File: src/rtl/tensor_mac_engine.sv
// Byte-serial N x N matrix engine: C = A*B, or C += A*B when accu_mode is set.
// Optional define TENSOR_SAT_EN: accumulate additions saturate at 2^AW-1 instead of wrapping.
module tensor_mac_engine #(
    parameter int N  = 2,
    parameter int EW = 4,
    parameter int AW = 12
) (
    input  logic       clk,
    input  logic       rst,
    input  logic [7:0] data_in,
    input  logic       wr_strobe,
    input  logic       rd_strobe,
    input  logic       clr,
    input  logic       accu_mode,
    output logic [7:0] data_out,
    output logic       data_valid,
    output logic       result_ready,
    output logic       busy
);
    localparam int NN  = N * N;
    localparam int EPB = 8 / EW;
    localparam int MB  = (NN * EW + 7) / 8;
    localparam int BPE = (AW + 7) / 8;
    localparam int IW  = $clog2(N);
    localparam int CW  = $clog2(NN);
    localparam int WW  = $clog2(MB);
    localparam int BW  = $clog2(BPE);

    typedef enum logic [1:0] {LOAD_A, LOAD_B, COMPUTE, SEND} state_t;
    state_t state, state_next;

    logic wr_s1, wr_s2, rd_s1, rd_s2, clr_s1, clr_s2;
    logic wr_p, rd_p, clr_p;

    logic [7:0]    a_mem [MB];
    logic [7:0]    b_mem [MB];
    logic [EW-1:0] a_el  [NN];
    logic [EW-1:0] b_el  [NN];
    logic [AW-1:0] c_mem [NN];

    logic [WW-1:0] wr_cnt;
    logic [IW-1:0] i_idx, j_idx, k_idx;
    logic [CW-1:0] a_idx, b_idx, c_idx, rd_elem;
    logic [BW-1:0] rd_byte;
    logic [AW-1:0] acc, mac_base, mac_sum;
    logic [2*EW-1:0] mac_prod;
    logic [BPE*8-1:0] c_pad;
    logic [7:0]    rd_data;
    logic          accu_lat, mac_done, last_wr, last_rd;

    assign wr_p  = wr_s1 & ~wr_s2;
    assign rd_p  = rd_s1 & ~rd_s2;
    assign clr_p = clr_s1 & ~clr_s2;

    // Unpack operand bytes into elements: row-major, low bits of each byte first.
    for (genvar e = 0; e < NN; e++) begin : g_unpack
        assign a_el[e] = a_mem[e / EPB][(e % EPB) * EW +: EW];
        assign b_el[e] = b_mem[e / EPB][(e % EPB) * EW +: EW];
    end

    assign a_idx   = CW'(i_idx) * CW'(N) + CW'(k_idx);
    assign b_idx   = CW'(k_idx) * CW'(N) + CW'(j_idx);
    assign c_idx   = CW'(i_idx) * CW'(N) + CW'(j_idx);
    assign last_wr = (wr_cnt == WW'(MB - 1));
    assign last_rd = (rd_elem == CW'(NN - 1)) && (rd_byte == BW'(BPE - 1));

    assign c_pad   = (BPE * 8)'(c_mem[rd_elem]);
    assign rd_data = 8'(c_pad >> {rd_byte, 3'b000});

`ifdef TENSOR_SAT_EN
    logic [AW:0] mac_wide;
`endif

    // NOTE: every always_comb output gets a default first so no path leaves it unassigned (no latch).
    always_comb begin
        mac_prod = (2 * EW)'(a_el[a_idx]) * (2 * EW)'(b_el[b_idx]);
        mac_base = acc;
        if (k_idx == '0) mac_base = accu_lat ? c_mem[c_idx] : '0;
`ifdef TENSOR_SAT_EN
        mac_wide = {1'b0, mac_base} + (AW + 1)'(mac_prod);
        mac_sum  = mac_wide[AW] ? '1 : mac_wide[AW-1:0];
`else
        mac_sum  = mac_base + AW'(mac_prod);
`endif
    end

    always_comb begin
        state_next = state;
        if (clr_p) begin
            state_next = LOAD_A;
        end else begin
            case (state)
                LOAD_A:  if (wr_p && last_wr) state_next = LOAD_B;
                LOAD_B:  if (wr_p && last_wr) state_next = COMPUTE;
                COMPUTE: if (mac_done)        state_next = SEND;
                SEND:    if (rd_p && last_rd) state_next = LOAD_A;
                default:                      state_next = LOAD_A;
            endcase
        end
    end

    // NOTE: sequential state is updated with non-blocking assignments so all flops sample together.
    always_ff @(posedge clk or negedge rst) begin
        if (!rst) begin
            state  <= LOAD_A;
            wr_s1  <= 1'b0;
            wr_s2  <= 1'b0;
            rd_s1  <= 1'b0;
            rd_s2  <= 1'b0;
            clr_s1 <= 1'b0;
            clr_s2 <= 1'b0;
        end else begin
            state  <= state_next;
            wr_s1  <= wr_strobe;
            wr_s2  <= wr_s1;
            rd_s1  <= rd_strobe;
            rd_s2  <= rd_s1;
            clr_s1 <= clr;
            clr_s2 <= clr_s1;
        end
    end

    assign result_ready = (state == SEND);
    assign busy         = (state == COMPUTE);

    always_ff @(posedge clk or negedge rst) begin
        if (!rst) begin
            wr_cnt     <= '0;
            i_idx      <= '0;
            j_idx      <= '0;
            k_idx      <= '0;
            acc        <= '0;
            accu_lat   <= 1'b0;
            mac_done   <= 1'b0;
            rd_elem    <= '0;
            rd_byte    <= '0;
            data_out   <= '0;
            data_valid <= 1'b0;
            // NOTE: these small register-file memories are reset because C must read as zero after reset.
            for (int e = 0; e < NN; e++) c_mem[e] <= '0;
            for (int m = 0; m < MB; m++) begin
                a_mem[m] <= '0;
                b_mem[m] <= '0;
            end
        end else begin
            data_valid <= 1'b0;
            if (clr_p) begin
                wr_cnt   <= '0;
                i_idx    <= '0;
                j_idx    <= '0;
                k_idx    <= '0;
                mac_done <= 1'b0;
                rd_elem  <= '0;
                rd_byte  <= '0;
                for (int e = 0; e < NN; e++) c_mem[e] <= '0;
            end else begin
                case (state)
                    LOAD_A: if (wr_p) begin
                        a_mem[wr_cnt] <= data_in;
                        wr_cnt        <= last_wr ? '0 : wr_cnt + WW'(1);
                    end
                    LOAD_B: if (wr_p) begin
                        b_mem[wr_cnt] <= data_in;
                        wr_cnt        <= last_wr ? '0 : wr_cnt + WW'(1);
                        if (last_wr) accu_lat <= accu_mode;
                    end
                    COMPUTE: begin
                        // One extra cycle after the last MAC lets the final C write settle before SEND.
                        if (mac_done) begin
                            mac_done <= 1'b0;
                        end else begin
                            acc <= mac_sum;
                            if (k_idx == IW'(N - 1)) begin
                                c_mem[c_idx] <= mac_sum;
                                k_idx        <= '0;
                                if (j_idx == IW'(N - 1)) begin
                                    j_idx <= '0;
                                    if (i_idx == IW'(N - 1)) begin
                                        i_idx    <= '0;
                                        mac_done <= 1'b1;
                                    end else begin
                                        i_idx <= i_idx + IW'(1);
                                    end
                                end else begin
                                    j_idx <= j_idx + IW'(1);
                                end
                            end else begin
                                k_idx <= k_idx + IW'(1);
                            end
                        end
                    end
                    SEND: if (rd_p) begin
                        data_out   <= rd_data;
                        data_valid <= 1'b1;
                        if (rd_byte == BW'(BPE - 1)) begin
                            rd_byte <= '0;
                            rd_elem <= last_rd ? '0 : rd_elem + CW'(1);
                        end else begin
                            rd_byte <= rd_byte + BW'(1);
                        end
                    end
                    default: ;
                endcase
            end
        end
    end
endmodule
File: config.mk
export PLATFORM = sky130hd
export DESIGN_NAME = tensor_mac_engine
export DESIGN_NICKNAME = d
export VERILOG_FILES = /design/src/rtl/tensor_mac_engine.sv
export SDC_FILE = /design/constraint.sdc
export NUM_CORES = 1
export LEC_CHECK = 0
export ABC_AREA = 1
export CAP_MARGIN = 5
export CORE_MARGIN = 8
export CORE_UTILIZATION = 55
export DETAILED_ROUTE_END_ITERATION = 6
export PLACE_DENSITY = 0.79
export SYNTH_ARGS = -nofsm -noshare
export SYNTH_HDL_FRONTEND = slang
export SYNTH_SLANG_ARGS = --single-unit
File: constraint.sdc
create_clock -name clk -period 4.2 [get_ports clk]
set_clock_uncertainty 0.1 [all_clocks]
set_input_delay 0.84 -clock clk [delete_from_list [all_inputs] [get_ports clk]]
set_output_delay 0.84 -clock clk [all_outputs]
set_load 0.02 [all_outputs]
==> metrics.log, run 1 <==
[metrics] run status: finished clean
[metrics] All-Layer GR Usage: 23.49%
[metrics] crit-path max FO: 15
[metrics] DR vias: about 5700
[metrics] max-slew violation count: 0
[metrics] Final #Nets: around 870
[metrics] post-placement cell count: 938
[metrics] depth of the worst hold-timing path: 0
[metrics] clock period minus final worst setup slack: approximately 4200 ps
[metrics] reg-to-reg critical path startpoint: k_idx$_DFFE_PN0P_
[metrics] R2R depth: 17
[metrics] sequential cell area: 0.002955 sq mm
[metrics] pre-CTS WS: around 59 ps
[metrics] endpoint arrival time on the critical path: about 4400 ps
[metrics] DP HPWL: approximately 12000 um
[metrics] static leakage: 3.738 nW
[metrics] worst r2r dst: c_mem[19]$_DFFE_PN0P_
[metrics] capturing element type of the critical path: flip-flop
[metrics] number of enable flip-flop cells after synthesis: 0
[metrics] count of unresolved DRC violations after routing: 0
[metrics] clock-pin slew of the registers on the worst-case setup and hold paths: 60 ps
[metrics] Initial DRT Pass Iterations: 6
[metrics] class of the tightest hold or removal check: reg2reg
[metrics] count of boundary I/O pins: 25
[metrics] power per cell area: 868.1 mW/mm^2
[metrics] layout overhead on the synthesized area: 17.03%
[metrics] type of element launching the critical path: flip-flop
[metrics] sum of overflow across all layers after global routing: 0
[metrics] placeable core area: between 0.01 and 0.015 sq mm
[metrics] leading register cell type out of synthesis: sky130_fd_sc_hd__dfrtp_1
[metrics] setup repair after global routing missed its margin: yes
[metrics] register bit total from synthesis: ~120
[metrics] slew margin rel.: roughly 35%
[metrics] final std cell area, no fill: 0.007525 sq mm
[metrics] # H-tree levels: 4
[metrics] core occupancy in the finished layout: 65.90%
[metrics] required time at the endpoint of the critical path: approximately 4400 ps
[metrics] launch instance of the worst min-delay path: clr_s1$_DFF_PN0_
[metrics] via count of the first global-routing pass: around 5600
[metrics] starting density of the core: a little under three fifths
[metrics] CTS Buf Count: 17
[metrics] count of routing violations after the opening detailed-route iteration: about 700
[metrics] Hold EP: clr_s2$_DFF_PN0_
[metrics] number of diodes: 0
[metrics] asr flop ratio synth: 100.0%
[metrics] clock tree from TritonCTS: built
[metrics] overall die area: 0.01541 sq mm
[metrics] maximum number of buffers from clock root to sink: 2
[metrics] initial antenna violation count: 0
[metrics] total clock sinks: 118
[metrics] global-route wire length before repair: 27920 um
[metrics] final weighted congestion of routability-driven global placement: 0.9400
[metrics] number of core rows: 39
[metrics] setup violation total in the final timing report: 0
[metrics] Least-Margin Pin Slew: just under 1000 ps
[metrics] root cell of the clock tree: sky130_fd_sc_hd__clkbuf_16
[metrics] final critical-path share of the clock period: 99.72%
[metrics] largest net degree at the start of global routing: 64
[metrics] number of instances in the synthesized netlist: ~790
[metrics] MaxCap Viol Count: 0
[metrics] die span in x: 124.1 um
[metrics] average via count per standard cell: 5.888
[metrics] sequential fraction of the synthesis area: ~46%
[metrics] Port-buffer cells: 24
[metrics] slack of the critical path: ~12 ps
[metrics] antenna-violating nets left: 0
[metrics] critical path start-end classification: reg2reg
[metrics] endpoints failing hold: 0
[metrics] Peak supply drop: slightly below 0.7 mV
[metrics] synthesis warning total: 0
[metrics] setup slack on the worst flop-to-flop path: ~12 ps
[metrics] multi-input logic area: 0.003030 sq mm
[metrics] Total Wirelength: between 15000 and 20000 um
[metrics] number of fillers in the final layout: just under 900
[metrics] detail-routed net length per standard cell: about 18 um
[metrics] final std cells w/o fill: 973
[metrics] count of distinct cell types in the synthesized netlist: 41
[metrics] Highest Clock Rate: between 0.2 and 0.25 GHz
[metrics] net count after synthesis: around 830
[metrics] Avg Inst Size Synth: ~8.2 sq um
[metrics] die outline height: roughly 120 um
[metrics] Placed Instance Area: between 0.006 and 0.007 sq mm
[metrics] insertion delay of the later-clocked pin in the worst-skew pair: between 400 and 500 ps
[metrics] Mapped Area: around 0.0064 sq mm
[metrics] fraction of final layout cells sized beyond drive strength 1: 11.69%
==> layer usage <==
layer / vias to the layer above / track usage [%] / share of wire [%]
li1: 2656 / - / -
met1: 2759 / 28.46 / 40
met2: 248 / 38.62 / 49
met3: 66 / 5.984 / 7.5
met4: 0 / 11.00 / 3.9
met5: - / 0 / 0
==> cells in the mapped netlist (2+ instances only) <==
master                      count  area [sq um]
sky130_fd_sc_hd__nand2_4        2         22.52
sky130_fd_sc_hd__nand4_1        3         18.77
sky130_fd_sc_hd__o2111ai_1      4         35.03
sky130_fd_sc_hd__clkbuf_1      12         45.04
sky130_fd_sc_hd__fa_1           9         180.2
sky130_fd_sc_hd__nor2_1        32         120.1
sky130_fd_sc_hd__o21ai_1        6         30.03
sky130_fd_sc_hd__nand3_2        4         40.04
sky130_fd_sc_hd__nor2_2         4         25.02
sky130_fd_sc_hd__dfrtp_1      118          2953
sky130_fd_sc_hd__inv_4          2         12.51
sky130_fd_sc_hd__a32oi_1        8         70.07
sky130_fd_sc_hd__o21ai_0       98         490.5
sky130_fd_sc_hd__inv_2         10         37.54
sky130_fd_sc_hd__nor3_1         3         15.01
sky130_fd_sc_hd__nand3_1       43         215.2
sky130_fd_sc_hd__o21ai_4        2         32.53
sky130_fd_sc_hd__buf_6          2         22.52
sky130_fd_sc_hd__a21oi_1       35         175.2
sky130_fd_sc_hd__buf_4          3         22.52
sky130_fd_sc_hd__xnor2_1        2         17.52
sky130_fd_sc_hd__nand4_2        2         25.02
sky130_fd_sc_hd__buf_2          6         30.03
sky130_fd_sc_hd__nand2_1      207         777.0
sky130_fd_sc_hd__o22ai_1       27         168.9
sky130_fd_sc_hd__a22oi_1        4         30.03
sky130_fd_sc_hd__nand2_2        7         43.79
sky130_fd_sc_hd__ha_1          24         300.3
sky130_fd_sc_hd__or2_2          2         12.51
sky130_fd_sc_hd__inv_1         93         349.1
==> where the power goes <==
group / total (W) / leakage [nW] / internal, W / switching [W]
sequential: 0.00164 / 1.54 / 0.00143 / 0.000205
clock: 0.00146 / 0.290 / 0.000956 / 0.000506
combinational: 0.00343 / 1.91 / 0.00125 / 0.00218
total: 0.00653 / 3.74 / 0.00364 / 0.00289
==> placed cells by master, fill, tap and decap left out, drive strengths merged, types with 22 or more instances in the layout <==
cell	instances
a21oi	36
clkbuf	22
clkdlybuf4s50	23
dfrtp	118
ha	24
inv	104
nand2	216
nand3	47
nor2	38
o21ai	107
o22ai	27
==> sequential cells by signal, indices dropped and copies added, names as in the netlist, 2 cells and up <==
| register | count |
|---|---|
| a_el | 16 |
| data_out | 8 |
| c_mem | 48 |
| state | 2 |
| rd_elem | 2 |
| acc | 12 |
| b_el | 16 |
==> stage by stage <==
step           total power, W  setup TNS [ps]  hold WS [ps]
6_report             0.006532               0         274.3
2_1_floorplan        0.003812               0         253.7
5_1_grt              0.007046           -1325         287.1
4_1_cts              0.006228               0         275.5
3_5_place_dp         0.004728               0         263.7
3_3_place_gp         0.004622               0         259.2
==> logic make-up after synthesis <==
kind of cell,after synthesis,share of synthesized area (%)
and+or+nand+nor,311,20.94
AOI/OAI and AO/OA,190,16.83
buffers and inverters,129,8.134
DFF,118,45.92
adders and majority gates,33,7.472
xor gates and xnor gates,3,0.5255
muxes,1,0.1751
==> critical path: stages (launching register included) <==
cell and delay, ps:
sky130_fd_sc_hd__dfrtp_2 460, sky130_fd_sc_hd__clkinv_4 120, sky130_fd_sc_hd__nand2_1 90, sky130_fd_sc_hd__a32oi_2 220, sky130_fd_sc_hd__nand2_1 110, sky130_fd_sc_hd__fa_1 520, sky130_fd_sc_hd__fa_1 530, sky130_fd_sc_hd__fa_1 550
sky130_fd_sc_hd__inv_1 70, sky130_fd_sc_hd__ha_4 280, sky130_fd_sc_hd__nand2_1 60, sky130_fd_sc_hd__inv_1 90, sky130_fd_sc_hd__nand2_1 100, sky130_fd_sc_hd__nand2_2 120, sky130_fd_sc_hd__a21oi_1 100, sky130_fd_sc_hd__or2_2 350
sky130_fd_sc_hd__nand3_1 80, sky130_fd_sc_hd__o21ai_0 80
==> cell type report <==
class                           count  share of cell area, %
Multi-Input combinational cell    538                  40.27
Clock buffer                       22                  6.169
Timing Repair Buffer               38                  4.889
Inverter                          105                  5.338
Sequential cell                   118                  39.27
Clock inverter                      9                  1.679
Tap cell                          143                  2.378
==> worst max-delay path by stage <==
stage	from	endpoint	slack, ps
6_report	k_idx$_DFFE_PN0P_	c_mem[19]$_DFFE_PN0P_	10
5_1_grt	k_idx$_DFFE_PN0P_	c_mem[43]$_DFFE_PN0P_	-100
4_1_cts	k_idx$_DFFE_PN0P_	acc[5]$_DFFE_PN0P_	1
3_5_place_dp	k_idx$_DFFE_PN0P_	acc[9]$_DFFE_PN0P_	60
3_3_place_gp	k_idx$_DFFE_PN0P_	c_mem[42]$_DFFE_PN0P_	190
2_1_floorplan	k_idx$_DFFE_PN0P_	c_mem[42]$_DFFE_PN0P_	140
==> repair_timing <==
action,in CTS,in global routing
buffers inserted,0,4
resized for setup,0,15
endpoints found under the setup margin,3,40
pin swaps,1,4
hold buffers,0,0
(Power assumes the default switching activity.)
==> run 2, diff against run 1 <==
--- a/config.mk
+++ b/config.mk
@@ -7,10 +7,10 @@
 export LEC_CHECK = 0
 export ABC_AREA = 1
 export CAP_MARGIN = 5
-export CORE_MARGIN = 8
-export CORE_UTILIZATION = 55
+export CORE_MARGIN = 3
+export CORE_UTILIZATION = 61
 export DETAILED_ROUTE_END_ITERATION = 6
-export PLACE_DENSITY = 0.79
+export PLACE_DENSITY = 0.83
 export SYNTH_ARGS = -nofsm -noshare
 export SYNTH_HDL_FRONTEND = slang
 export SYNTH_SLANG_ARGS = --single-unit
==> constraint.sdc (replaced) <==
create_clock -name clk -period 4.8 [get_ports clk]
set_clock_uncertainty 0.1 [all_clocks]
set_input_delay 0.96 -clock clk [delete_from_list [all_inputs] [get_ports clk]]
set_output_delay 0.96 -clock clk [all_outputs]
set_load 0.02 [all_outputs]
==> run 2 against run 1 <==
  * Global-route usage rose by 7.3 points
  * Final area shrank 2.7%
  * Power fell by 19%
  * Final cell count shrank 2.1%
  * Register-to-register slack better by 290 ps
  * Via count increased by 0.54%
  * Maximum frequency decreased by 6.8%
  * Critical path depth increased by 2
  * Clock-buffer cell count down 3
  * First-iteration DRC count fell by 39%
  * Combinational power down 24%
  * Clock power down 14%
==> metrics.log, run 2 (synthesis results as in run 1) <==
[metrics] DR vias: 5760 (+0.54%)
[metrics] register name with the most flops: c_mem
[metrics] max-slew violation count: 0 (unchanged)
[metrics] # H-tree levels: 4 (unchanged)
[metrics] class of the tightest hold or removal check: in2async
[metrics] pre-CTS WS: 253.7 ps (+195.2 ps)
[metrics] layout overhead on the synthesized area: 13.91%
[metrics] run status: finished clean
[metrics] clock-pin slew of the registers on the worst-case setup and hold paths: 60 ps (about the same)
[metrics] endpoints failing hold: 0 (unchanged)
[metrics] overall die area: 0.01181 sq mm (-23%)
[metrics] antenna-violating nets left: 0 (unchanged)
[metrics] core occupancy in the finished layout: 73.25% (+7.3 points)
[metrics] placeable core area: 0.01000 sq mm (-12%)
[metrics] average via count per standard cell: 6.044 (+2.7%)
[metrics] total clock sinks: 118 (unchanged)
[metrics] number of core rows: 36 (-7.7%)
[metrics] flip-flop count of the largest register after layout: 48 (unchanged)
[metrics] final critical-path share of the clock period: 93.66% (-6.1 points)
[metrics] global-route wire length before repair: 27880 um (-0.13%)
[metrics] root cell of the clock tree: sky130_fd_sc_hd__clkbuf_8
[metrics] endpoint arrival time on the critical path: 4820 ps (+440 ps)
[metrics] slew margin rel.: 31.33% (-3.3 points)
[metrics] critical path start-end classification: reg2reg
[metrics] count of unresolved DRC violations after routing: 0 (unchanged)
[metrics] Initial DRT Pass Iterations: 5 (-1)
[metrics] cts-stage hold buffer count: 0 (unchanged)
[metrics] type of element launching the critical path: flip-flop
[metrics] final weighted congestion of routability-driven global placement: 0.9067 (-3.5%)
[metrics] fraction of final layout cells sized beyond drive strength 1: 9.512% (-2.2 points)
[metrics] slack of the critical path: 304.1 ps (+292.2 ps)
[metrics] Least-Margin Pin Slew: 1030 ps (+49.92 ps)
[metrics] All-Layer GR Usage: 30.75% (+7.3 points)
[metrics] starting density of the core: 64.30% (+8.0 points)
[metrics] CTS Buf Count: 17 (unchanged)
[metrics] insertion delay of the later-clocked pin in the worst-skew pair: 540 ps (+120 ps)
[metrics] commonest cells after routing, fill and taps aside: sky130_fd_sc_hd__nand2_1 (207), sky130_fd_sc_hd__dfrtp_1 (117), sky130_fd_sc_hd__o21ai_0 (98)
[metrics] count of routing violations after the opening detailed-route iteration: 428 (-39%)
[metrics] count of boundary I/O pins: 25 (unchanged)
[metrics] Port-buffer cells: 24 (unchanged)
[metrics] R2R depth: 19 (+2)
[metrics] Setup TNS: 0 ps (unchanged)
[metrics] reg-to-reg critical path startpoint: k_idx$_DFFE_PN0P_
[metrics] capturing element type of the critical path: flip-flop
[metrics] worst r2r dst: c_mem[46]$_DFFE_PN0P_
[metrics] die span in x: 108.7 um (-12%)
[metrics] die outline height: 108.7 um (-12%)
[metrics] Peak supply drop: 0.4958 mV (-28%)
[metrics] via count of the first global-routing pass: 5870 (+4.7%)
[metrics] Total Wirelength: 16530 um (-4.0%)
[metrics] Highest Clock Rate: 0.2224 GHz (-6.8%)
[metrics] worst hold margin: 271.7 ps (-2.559 ps)
[metrics] maximum number of buffers from clock root to sink: 2 (unchanged)
[metrics] number of diodes: 0 (unchanged)
[metrics] setup slack on the worst flop-to-flop path: 300 ps (+290 ps)
[metrics] setup violation total in the final timing report: 0 (unchanged)
[metrics] clock tree from TritonCTS: built
[metrics] clock period minus final worst setup slack: 4496 ps (+307.8 ps)
[metrics] power per cell area: 724.9 mW/mm^2 (-16%)
[metrics] crit-path max FO: 19 (+4)
[metrics] sum of overflow across all layers after global routing: 0 (unchanged)
[metrics] DP HPWL: 11750 um (-1.1%)
[metrics] detail-routed net length per standard cell: 17.34 um (-2.0%)
[metrics] largest net degree at the start of global routing: 45 (-30%)
[metrics] static leakage: 3.649 nW (-2.4%)
[metrics] final std cell area, no fill: 0.007325 sq mm (-2.7%)
[metrics] MaxCap Viol Count: 0 (unchanged)
[metrics] setup repair after global routing missed its margin: no
[metrics] Final #Nets: 854 (-1.3%)
[metrics] most common cell after layout, fill and taps aside: sky130_fd_sc_hd__nand2_1
[metrics] initial antenna violation count: 0 (unchanged)
[metrics] required time at the endpoint of the critical path: 5130 ps (+740 ps)
[metrics] Placed Instance Area: 0.006733 sq mm (-1.1%)
[run 2: cell count changes in the layout (fill, tap and decap cells not counted), moves of 2 or more]
cell / delta
sky130_fd_sc_hd__clkinv_2: -3
sky130_fd_sc_hd__nand2_2: -2
sky130_fd_sc_hd__buf_12: -2
sky130_fd_sc_hd__clkbuf_1: -3
sky130_fd_sc_hd__a32oi_1: +4
sky130_fd_sc_hd__inv_6: +4
sky130_fd_sc_hd__clkinvlp_4: +4
sky130_fd_sc_hd__ha_1: +2
sky130_fd_sc_hd__nand2_1: +2
sky130_fd_sc_hd__buf_4: -9
sky130_fd_sc_hd__a32oi_2: -4
[run 2: worst max-delay path by stage]
| stage | to | startpoint |
|---|---|---|
| final | c_mem[46]$_DFFE_PN0P_ | k_idx$_DFFE_PN0P_ |
| after global routing | c_mem[46]$_DFFE_PN0P_ | k_idx$_DFFE_PN0P_ |
| after CTS | c_mem[46]$_DFFE_PN0P_ | j_idx$_DFFE_PN0P_ |
| after detailed placement | c_mem[46]$_DFFE_PN0P_ | j_idx$_DFFE_PN0P_ |
| after global placement | c_mem[46]$_DFFE_PN0P_ | j_idx$_DFFE_PN0P_ |
| after floorplan | c_mem[42]$_DFFE_PN0P_ | k_idx$_DFFE_PN0P_ |
[run 2: area by class of cell]
class	count	area (sq um)
multi-input cells	538	2954
well taps	133	166.4
clock inverters	13	146.4
clock buffers	19	441.7
fillers	761	2675
flip-flops and latches	118	2954
repair buffers	27	260.3
inverters	105	401.6
[run 2: power breakdown]
part	switching (W)	internal (W)	leakage [nW]
logic	0.00173	0.000884	1.83
registers	0.000191	0.00125	1.54
clock network	0.000477	0.000770	0.273
total	0.00240	0.00291	3.65
[run 2: metal layers]
metal	part of all wire [%]	vias up	routed length (um)	track usage, %
met4	3.8	0	623	16.86
li1	-	2646	-	-
met3	8.4	72	1383	9.414
met1	39	2741	6373	36.41
met2	49	301	8146	50.18
met5	0	-	0	0
[run 2: critical path: stages (launching register included)]
cell and delay (ps):
sky130_fd_sc_hd__dfrtp_1 520, sky130_fd_sc_hd__inv_4 260, sky130_fd_sc_hd__nand2_1 110, sky130_fd_sc_hd__a32oi_1 260
sky130_fd_sc_hd__nand2_1 130, sky130_fd_sc_hd__fa_1 530, sky130_fd_sc_hd__fa_1 520, sky130_fd_sc_hd__fa_1 550
sky130_fd_sc_hd__inv_1 40, sky130_fd_sc_hd__ha_1 330, sky130_fd_sc_hd__nand3_1 100, sky130_fd_sc_hd__nand3_1 130
sky130_fd_sc_hd__nand2_1 110, sky130_fd_sc_hd__nand2_1 50, sky130_fd_sc_hd__nand2_1 170, sky130_fd_sc_hd__nand2_1 130
sky130_fd_sc_hd__nand2_1 90, sky130_fd_sc_hd__nand2_2 90, sky130_fd_sc_hd__nand3_1 110, sky130_fd_sc_hd__nand2_1 60
[run 2: metrics by stage]
step | instances | total power [W]
finish | 953 | 0.005310
global route | 953 | 0.005753
CTS | 953 | 0.005278
detailed placement | 921 | 0.004020
global placement | 921 | 0.003912
floorplan | 785 | 0.003336
[run 2: what timing repair did]
action,4_1_cts,5_1_grt
gates resized for setup,0,2
buffers inserted,0,0
setup endpoints to repair,0,8
